===== src/rtl/tmem_twiddle_reader_pkg.sv =====
// Shared definitions for the twiddle-memory read controller: memory geometry,
// FSM encoding, the skid-buffer entry layout and the twiddle address function.
package tmem_twiddle_reader_pkg;

    localparam int MAXL      = 5;
    localparam int ADDR_W    = 4;
    localparam int DATA_W    = 48;
    localparam int BLOCK_NUM = 1;

    typedef enum logic [1:0] {
        IDLE  = 2'd0,
        RUN   = 2'd1,
        DRAIN = 2'd2
    } state_t;

    typedef struct packed {
        logic [DATA_W-1:0] data;
        logic [2:0]        stage;
        logic              last;
    } tw_entry_t;

    // Butterfly j of stage s uses twiddle W_N^((j mod 2^s) * N/2^(s+1)).
    function automatic logic [ADDR_W-1:0] tw_addr(input logic [ADDR_W-1:0] j,
                                                  input logic [2:0]        s);
        logic [ADDR_W-1:0] mask;
        logic [2:0]        sh;
        mask = ADDR_W'((32'd1 << s) - 32'd1);
        sh   = 3'(MAXL - 1) - s;
        return (j & mask) << sh;
    endfunction

endpackage


===== src/rtl/tmem_skid_fifo.sv =====
// Two-entry FIFO of {data, stage, last} that absorbs the one-cycle SRAM read
// latency; the head entry is presented to the butterfly datapath.
module tmem_skid_fifo
    import tmem_twiddle_reader_pkg::*;
(
    input  logic      clk,
    input  logic      rst,
    input  logic      push,
    input  tw_entry_t push_entry,
    input  logic      pop,
    output tw_entry_t head,
    output logic [1:0] count
);

    tw_entry_t  mem_q [2];
    logic       rd_ptr;
    logic       wr_ptr;
    logic [1:0] count_q;

    always_ff @(posedge clk) begin
        if (rst) begin
            rd_ptr   <= 1'b0;
            wr_ptr   <= 1'b0;
            count_q  <= 2'd0;
            mem_q[0] <= '0;
            mem_q[1] <= '0;
        end else begin
            if (push) begin
                mem_q[wr_ptr] <= push_entry;
                wr_ptr        <= ~wr_ptr;
            end
            if (pop) begin
                rd_ptr <= ~rd_ptr;
            end
            case ({push, pop})
                2'b10:   count_q <= count_q + 2'd1;
                2'b01:   count_q <= count_q - 2'd1;
                default: count_q <= count_q;
            endcase
        end
    end

    // An empty buffer presents zeros rather than a stale entry.
    assign head  = (count_q != 2'd0) ? mem_q[rd_ptr] : '0;
    assign count = count_q;

endmodule


===== src/rtl/tmem_twiddle_reader.sv =====
// Streams the twiddle factors of every butterfly of every radix-2 stage from
// memory port 1 to the butterfly unit over a valid/ready interface.
module tmem_twiddle_reader
    import tmem_twiddle_reader_pkg::*;
(
    input  logic                 clk,
    input  logic                 rst,
    input  logic                 start,
    input  logic [2:0]           cfg_log2n,
    output logic                 busy,
    output logic                 done,
    output logic                 cfg_err,
    output logic [BLOCK_NUM-1:0] tm_csb,
    output logic                 tm_oeb,
    output logic                 tm_web,
    output logic [ADDR_W-1:0]    tm_a,
    input  logic [DATA_W-1:0]    tm_o,
    output logic [DATA_W-1:0]    tw_data,
    output logic [2:0]           tw_stage,
    output logic                 tw_last,
    output logic                 tw_valid,
    input  logic                 tw_ready
);

    // tw_valid/tw_ready: a word transfers in every cycle where both are high;
    // once tw_valid rises, it and the tw_* payload hold until that transfer.

    state_t            state, state_d;
    logic [2:0]        l_q, l_d;
    logic [2:0]        s_q, s_d;
    logic [ADDR_W-1:0] j_q, j_d;
    logic [ADDR_W-1:0] j_end;
    logic              inflight_q;
    logic [2:0]        inflight_stage_q;
    logic              inflight_last_q;
    logic              done_q;
    logic              cfg_err_q;
    logic              cfg_legal;
    logic              issue;
    logic              issue_last;
    logic              pop;
    logic              credit;
    logic [1:0]        used;
    logic [1:0]        count;
    tw_entry_t         head;
    tw_entry_t         push_entry;

    assign cfg_legal  = (cfg_log2n != 3'd0) && (cfg_log2n <= 3'(MAXL));
    assign j_end      = ADDR_W'((32'd1 << (l_q - 3'd1)) - 32'd1);
    assign issue_last = (s_q == l_q - 3'd1) && (j_q == j_end);
    assign pop        = tw_valid & tw_ready;

    // A slot freed by this cycle's pop is reusable immediately, which keeps
    // the stream bubble-free while the consumer is always ready.
    assign used   = count - {1'b0, pop} + {1'b0, inflight_q};
    assign credit = (used < 2'd2);

    always_comb begin
        state_d = state;
        l_d     = l_q;
        s_d     = s_q;
        j_d     = j_q;
        issue   = 1'b0;
        case (state)
            IDLE: begin
                if (start && cfg_legal) begin
                    l_d     = cfg_log2n;
                    s_d     = 3'd0;
                    j_d     = '0;
                    state_d = RUN;
                end
            end
            RUN: begin
                if (credit) begin
                    issue = 1'b1;
                    if (j_q == j_end) begin
                        j_d = '0;
                        s_d = s_q + 3'd1;
                        if (issue_last) begin
                            state_d = DRAIN;
                        end
                    end else begin
                        j_d = j_q + ADDR_W'(1);
                    end
                end
            end
            DRAIN: begin
                if (pop && head.last) begin
                    state_d = IDLE;
                end
            end
            default: state_d = IDLE;
        endcase
    end

    always_ff @(posedge clk) begin
        if (rst) begin
            state            <= IDLE;
            l_q              <= 3'd0;
            s_q              <= 3'd0;
            j_q              <= '0;
            inflight_q       <= 1'b0;
            inflight_stage_q <= 3'd0;
            inflight_last_q  <= 1'b0;
            done_q           <= 1'b0;
            cfg_err_q        <= 1'b0;
        end else begin
            state            <= state_d;
            l_q              <= l_d;
            s_q              <= s_d;
            j_q              <= j_d;
            inflight_q       <= issue;
            inflight_stage_q <= s_q;
            inflight_last_q  <= issue_last;
            done_q           <= (state == DRAIN) && pop && head.last;
            cfg_err_q        <= (state == IDLE) && start && !cfg_legal;
        end
    end

    assign push_entry = '{data: tm_o, stage: inflight_stage_q, last: inflight_last_q};

    tmem_skid_fifo u_fifo (
        .clk        (clk),
        .rst        (rst),
        .push       (inflight_q),
        .push_entry (push_entry),
        .pop        (pop),
        .head       (head),
        .count      (count)
    );

    assign tm_csb   = issue ? {BLOCK_NUM{1'b0}} : {BLOCK_NUM{1'b1}};
    assign tm_oeb   = ~issue;
    assign tm_web   = 1'b1;
    assign tm_a     = issue ? tw_addr(j_q, s_q) : '0;
    assign busy     = (state != IDLE);
    assign done     = done_q;
    assign cfg_err  = cfg_err_q;
    assign tw_valid = (count != 2'd0);
    assign tw_data  = head.data;
    assign tw_stage = head.stage;
    assign tw_last  = head.last;

endmodule


===== config.mk =====
export PLATFORM = sky130hd
export DESIGN_NAME = tmem_twiddle_reader
export DESIGN_NICKNAME = d
export VERILOG_FILES = /design/src/rtl/tmem_twiddle_reader_pkg.sv /design/src/rtl/tmem_skid_fifo.sv /design/src/rtl/tmem_twiddle_reader.sv
export SDC_FILE = /design/constraint.sdc
export NUM_CORES = 1
export LEC_CHECK = 0
export BUFFER_PORTS_ARGS = -buffer_cell sky130_fd_sc_hd__buf_2
export CAP_MARGIN = 10
export CELL_PAD_IN_SITES_DETAIL_PLACEMENT = 0
export CELL_PAD_IN_SITES_GLOBAL_PLACEMENT = 1
export CORE_ASPECT_RATIO = 0.8
export CORE_MARGIN = 4
export CORE_UTILIZATION = 49
export CTS_BUF_LIST = sky130_fd_sc_hd__clkbuf_4
export CTS_CLUSTER_DIAMETER = 120
export DETAILED_ROUTE_END_ITERATION = 8
export PLACE_DENSITY = 0.92
export REMOVE_ABC_BUFFERS = 1
export SLEW_MARGIN = 20
export SYNTH_ARGS = -nofsm -noshare
export SYNTH_HDL_FRONTEND = slang
export SYNTH_SLANG_ARGS = --single-unit

===== constraint.sdc =====
create_clock -name clk -period 9.5 [get_ports clk]
set_input_delay 1.9 -clock clk [delete_from_list [all_inputs] [get_ports clk]]
set_output_delay 1.9 -clock clk [all_outputs]
set_load 0.02 [all_outputs]

==> results of run 1 <==
[layout make-up]
| cell class | count | area (sq um) |
|---|---|---|
| clock buffers | 18 | 135 |
| well taps | 171 | 214 |
| clock inverters | 14 | 215 |
| inverters | 13 | 48.8 |
| repair buffers | 121 | 618 |
| multi-input cells | 353 | 2460 |
| fillers | 1025 | 4990 |
| flip-flops and latches | 128 | 3610 |
[how the worst max path moves through the flow]
stage	endpoint	slack [ns]	cells past startpoint
after detailed placement	tm_a[0]	3.97	9
final	tm_a[0]	3.93	9
after global routing	tm_a[0]	3.72	9
after CTS	tm_a[0]	3.95	9
after floorplan	tm_a[0]	3.49	9
after global placement	tm_a[0]	4.00	9
[critical path, cell delays in order]
cell and delay [ns]:
buf_2 0.09, and2_1 0.18, ha_1 0.31, nor2b_1 0.13, xnor2_1 0.18, nor2_1 0.24, nand2_1 0.14, nor4b_1 0.27
buf_2 0.22
[routing by layer]
layer | vias up | track usage | routed length, um | share of wire
met4 | 0 | 0.0617 | 147 | 0.011
met5 | - | 0 | 0 | 0
met3 | 12 | 0.0438 | 662 | 0.052
met2 | 110 | 0.302 | 6340 | 0.49
met1 | 2029 | 0.227 | 5690 | 0.44
li1 | 2052 | - | - | -
[kinds of logic (layout without fill, tap and decap cells)]
| logic type | after synthesis | after routing | synth area share |
|---|---|---|---|
| simple gates | 228 | 228 | 0.198 |
| flops | 128 | 128 | 0.580 |
| mux | 58 | 58 | 0.0936 |
| buf+inv | 43 | 166 | 0.0286 |
| compound gates | 36 | 36 | 0.0449 |
| fa+ha+maj | 15 | 15 | 0.0302 |
| xor+xnor | 15 | 15 | 0.0248 |
| other cells | 1 | 1 | 0.000603 |
[sequential cells by signal, summed over array words and instances (netlist names), named ones only]
| register | count |
|---|---|
| state | 2 |
| inflight_q | 1 |
| done | 1 |
| l_q | 3 |
| u_fifo.mem_q | 104 |
| cfg_err | 1 |
| j_q | 4 |
| inflight_stage_q | 3 |
| u_fifo.count | 2 |
| u_fifo.rd_ptr | 1 |
| s_q | 3 |
| inflight_last_q | 1 |
| u_fifo.wr_ptr | 1 |
[through the flow]
step	area (sq um)	hold WS [ns]	instances	utilization
5_1_grt	7300	0.555	818	0.594
3_5_place_dp	6950	0.498	786	0.565
6_report	7300	0.526	818	0.594
2_1_floorplan	6090	0.452	494	-
4_1_cts	7300	0.526	818	0.594
3_3_place_gp	6950	0.488	786	0.565
[placed cells by master (no fill, tap or decap), types with 4 or more instances in the layout]
cell	synthesis	final
nand2b_1	6	6
nor2b_1	4	4
nor4b_1	4	4
bufinv_16	0	5
inv_1	10	10
buf_2	1	116
clkinv_4	0	5
xor2_1	5	5
nor2_1	70	69
xnor2_1	8	8
clkbuf_4	0	18
a211oi_1	4	4
mux2i_1	57	57
a21oi_1	8	8
nand3_1	4	4
dfxtp_1	24	23
buf_4	2	5
ha_1	15	15
and2_1	106	106
nand2_1	12	12
nor3_1	6	5
edfxtp_1	104	104
[power by group through the flow]
| stage | registers (mW) | clock network, mW | logic, mW |
|---|---|---|---|
| after CTS | 0.665 | 0.451 | 0.218 |
| after global placement | 0.676 | 0 | 0.213 |
| final | 0.665 | 0.442 | 0.216 |
| after global routing | 0.669 | 0.477 | 0.237 |
| after detailed placement | 0.678 | 0 | 0.218 |
| after floorplan | 0.670 | 0 | 0.148 |
==> summary.md, run 1 <==
| Metric | Value |
|---|---|
| First-pass GRT wire length | `20,300 um` |
| Clock buffer depth | `2` |
| Post-CTS Setup Bufs | `0` |
| Nets | `just over 700` |
| Worst R2R End | `state[1]` |
| Switching Fraction | `0.278` |
| CTS tree | `yes` |
| Max-capacitance violation count | `0` |
| Sum of negative setup slack | `0 ns` |
| DIE WIDTH | `between 100 and 150 um` |
| Top cells by count, synth | `and2_1, edfxtp_1, nor2_1` |
| Main synth FF type | `edfxtp_1` |
| Warning count from the yosys run | `0` |
| Gr usage total | `0.179` |
| Initial DRC count | `260` |
| Die ar. | `approximately 15,000 sq um` |
| Tmin final | `around 5.6 ns` |
| CP endpoint kind | `output pin` |
| Residual DRC count | `0` |
| GPL Wtd Cong | `roughly 0.87` |
| Worst skew pair latency | `0.51 ns` |
| Largest net degree at the start of global routing | `between 50 and 60` |
| Final setup violation count | `0` |
| Clock power share | `0.334` |
| CTS Hold Buffers Added | `0` |
| Post-placement setup slack | `between 3 and 4 ns` |
| Final Hold Viols | `0` |
| H-tree depth | `4` |
| Synth Register Bits | `approximately 130` |
| Final WL | `12,800 um` |
| P_int | `around 960 uW` |
| Final worst slack | `roughly 4 ns` |
| Most instantiated library cell after synthesis | `and2_1` |
| Hold path depth | `2` |
| Combinational power share | `0.163` |
| Register-to-Register Setup Slack | `roughly 6.5 ns` |
| Hold Crit Class | `register to register` |
| DR WL/cell | `15.7 um` |
| Cell type with the largest total area after synthesis | `edfxtp_1` |
| Synth unique cells | `54` |
| Post-Syn Area | `just over 6000 sq um` |
| Startpoint Class | `input pin` |
| Core area | `roughly 12,000 sq um` |
| Maximum vdd drop | `approximately 130 uV` |
| Crit-path max FO | `7` |
| Worst Setup SP | `tw_ready` |
| Pre-Repair DR Iteration Count | `4` |
| TritonCTS Buffers | `17` |
| Worst R2R Start | `u_fifo.count[1]` |
| Gr ovfl total | `0` |
| Max Clk Rate | `~0.18 GHz` |
| Status | `finished, final reports clean` |
| Layout area overhead | `17.5%` |
| Die Span Y | `between 100 and 150 um` |
| Synth top area share | `0.502` |
| Pwr dens | `between 150 and 200 nW/um^2` |
| Sequential share of the synthesized area | `0.580` |
| Sink Count | `about 130` |
| Net switching power | `368 uW` |
| Max-slew headroom | `0.362` |
| Total Power | `~1.3 mW` |
| WP data required | `7.60 ns` |
| Final Cycle Share | `0.587` |
| Initial antenna violation count | `0` |
| Ranking of synthesized cells by area | `edfxtp_1, and2_1, mux2i_1, dfxtp_1, nor2_1` |
| Reg clk slew, reported paths | `0.11 ns` |
| Vias per cell | `between 5 and 6` |
| Layout cell share with drive strength beyond 1 | `0.258` |
| Vias in the first global route | `4,137` |
| Fin. max-slew vios | `0` |
| IO Port Bufs | `about 120` |
| DP HPWL | `roughly 8000 um` |
| IO Count | `between 100 and 150` |
| RSZ-0062 raised after global routing | `no` |
| CP Class | `input pin to output pin` |
| Min-delay src | `u_fifo.rd_ptr` |
| Antenna-violating nets left | `0` |
| Slew @ Worst Pin | `0.956 ns` |
| Synth Instances | `roughly 520` |
| Starting Density | `0.506` |
| Reg power frac | `0.502` |
| Row count | `36` |
| Setup Skew | `0.00919 ns` |
| Via count | `~4,200` |
| R2R cell count | `11` |
| Number of diodes | `0` |
| Number of synthesized flops with an enable pin | `approximately 100` |
| Root Driver | `clkbuf_4` |
| Worst EP arrival | `between 3 and 4 ns` |
| Avg Inst Size Synth | `between 10 and 15 sq um` |
| # resized after CTS | `0` |
| Async set-reset flop share out of synthesis | `0` |
| Leak | `2.93 nW` |
Power figures use the tool's default switching activity.
==> run 2: changes to the inputs <==
--- a/config.mk
+++ b/config.mk
@@ -11,11 +11,11 @@
 export CELL_PAD_IN_SITES_GLOBAL_PLACEMENT = 1
 export CORE_ASPECT_RATIO = 0.8
 export CORE_MARGIN = 4
-export CORE_UTILIZATION = 49
+export CORE_UTILIZATION = 41
 export CTS_BUF_LIST = sky130_fd_sc_hd__clkbuf_4
 export CTS_CLUSTER_DIAMETER = 120
 export DETAILED_ROUTE_END_ITERATION = 8
-export PLACE_DENSITY = 0.92
+export PLACE_DENSITY = 0.83
 export REMOVE_ABC_BUFFERS = 1
 export SLEW_MARGIN = 20
 export SYNTH_ARGS = -nofsm -noshare
==> constraint.sdc (replaced) <==
create_clock -name clk -period 4.8 [get_ports clk]
set_input_delay 0.96 -clock clk [delete_from_list [all_inputs] [get_ports clk]]
set_output_delay 0.96 -clock clk [all_outputs]
set_load 0.02 [all_outputs]
==> run 2 against run 1 <==
Net effect: cell area increased by 0.33%; critical endpoint unchanged; count of clock-buffer cells in the layout increased by 1; routed wire length increased by 4.0%; die area increased by 18%; critical path type is now register to output pin; register-to-register slack got worse by 4.7 ns; global-route usage decreased by 2.1 points; largest cell class unchanged; sequential cell count unchanged; largest power group unchanged.
==> summary.md, run 2 (synthesis gave the netlist of run 1 again) <==
| Metric | Value |
|---|---|
| # resized after CTS | `0` |
| Max Clk Rate | `0.272 GHz` |
| Slew @ Worst Pin | `roughly 0.94 ns` |
| Switching Fraction | `0.273` |
| Pwr dens | `between 300 and 400 nW/um^2` |
| TritonCTS Buffers | `17` |
| Post-CTS Setup Bufs | `0` |
| Final WL | `approximately 13,000 um` |
| GPL Wtd Cong | `just over 0.8` |
| Biggest regs | `u_fifo.mem_q (104), j_q (4)` |
| Row count | `39` |
| Antenna-violating nets left | `0` |
| Via count | `4,207` |
| Core area | `~15,000 sq um` |
| Net switching power | `about 700 uW` |
| Initial antenna violation count | `3` |
| CTS Hold Buffers Added | `0` |
| Vias in the first global route | `between 4,000 and 5,000` |
| Fillers | `roughly 1,300` |
| Worst skew pair latency | `~0.52 ns` |
| DP HPWL | `about 8700 um` |
| CP Class | `register to output pin` |
| DIE WIDTH | `146 um` |
| Fin. max-slew vios | `0` |
| Setup Skew | `just over 0.009 ns` |
| Status | `finished, final reports clean` |
| IO Port Bufs | `between 100 and 150` |
| Residual DRC count | `0` |
| Startpoint Class | `register` |
| Leak | `around 2.9 nW` |
| Die Span Y | `118 um` |
| Combinational power share | `0.166` |
| CTS tree | `yes` |
| Worst EP arrival | `about 2.7 ns` |
| WP data required | `between 3 and 4 ns` |
| R2R cell count | `10` |
| Max-slew headroom | `0.375` |
| Layout cell share with drive strength beyond 1 | `0.259` |
| Final setup violation count | `0` |
| Largest net degree at the start of global routing | `between 50 and 60` |
| Hold slack | `0.522 ns` |
| Max reg flops | `~100` |
| Root Driver | `clkbuf_4` |
| IO Count | `between 100 and 150` |
| Vias per cell | `~5.0` |
| Reg clk slew, reported paths | `approximately 0.1 ns` |
| Finished Layout Cells | `~840` |
| First-pass GRT wire length | `between 20,000 and 25,000 um` |
| Tmin final | `about 3.7 ns` |
| Final Cycle Share | `0.765` |
| Gr ovfl total | `0` |
| DR WL/cell | `16.0 um` |
| Maximum vdd drop | `289 uV` |
| H-tree depth | `4` |
| Layout area overhead | `17.9%` |
| Hold Crit Class | `register to register` |
| Max-capacitance violation count | `0` |
| Total Power | `between 2 and 3 mW` |
| Leading cell type in the layout, fill and taps excluded | `buf_2` |
| Placed cells | `~800` |
| Most flops, register | `u_fifo.mem_q` |
| Initial DRC count | `212` |
| Reg power frac | `0.506` |
| Most frequent cells in the layout | `buf_2, and2_1, edfxtp_1` |
| RSZ-0062 raised after global routing | `no` |
| Hold path depth | `1` |
| Core Util, Final | `0.504` |
| Nets | `706` |
| Clock power share | `0.328` |
| Sink Count | `~130` |
| CP endpoint kind | `output pin` |
| Clock buffer depth | `2` |
| Crit-path max FO | `7` |
| Final Hold Viols | `0` |
| Pre-Repair DR Iteration Count | `4` |
| P_int | `around 1.9 mW` |
| Die ar. | `approximately 17,000 sq um` |
| Starting Density | `0.428` |
| Gr usage total | `0.157` |
==> run 2: path summary, 6_finish.rpt <==
| kind | start | to | slack, ns |
|---|---|---|---|
| setup / recovery | u_fifo.count[1] | tm_a[0] | 1.13 |
| hold reg to reg | state[0] | done | 0.52 |
| hold / removal | state[0] | done | 0.52 |
| setup reg to reg | l_q[0] | state[1] | 1.84 |
==> run 2: power groups by stage <==
stage	Clock [mW]	Combinational, mW	Sequential (mW)
final	0.852	0.433	1.32
after global routing	0.926	0.474	1.32
after CTS	0.877	0.440	1.32
after detailed placement	0	0.438	1.34
after global placement	0	0.430	1.34
after floorplan	0	0.294	1.33
==> run 2: routing by layer <==
metal	part of all wire	track usage	wire, um
met5	0	0	0
met4	0.017	0.0694	229
met3	0.060	0.0528	802
met2	0.47	0.245	6210
met1	0.46	0.201	6110
==> run 2: layout make-up <==
type                            count  area [sq um]  area share
Multi-Input combinational cell    353          2460       0.336
Timing Repair Buffer              123           633      0.0864
Inverter                           13          48.8     0.00666
Tap cell                          184           230      0.0314
Clock buffer                       19           143      0.0195
Antenna cell                        3          7.51     0.00102
Clock inverter                     13           193      0.0263
Sequential cell                   128          3610       0.492
==> run 2: worst max-delay path, cell delays in order (launching register included) <==
cell     delay [ns]
dfxtp_1        0.37
nor2_4         0.13
inv_2          0.04
and2_1         0.20
ha_1           0.31
nor2b_1        0.13
xnor2_1        0.18
nor2_1         0.24
nand2_1        0.14
nor4b_1        0.24
buf_2          0.21
==> run 2: stage by stage <==
step	setup WS, ns	cell area, sq um	setup TNS (ns)
after detailed placement	1.15	6980	0
after global placement	1.19	6980	0
after global routing	0.864	7330	0
final	1.13	7330	0
after floorplan	-0.269	6090	-0.354
after CTS	1.05	7320	0
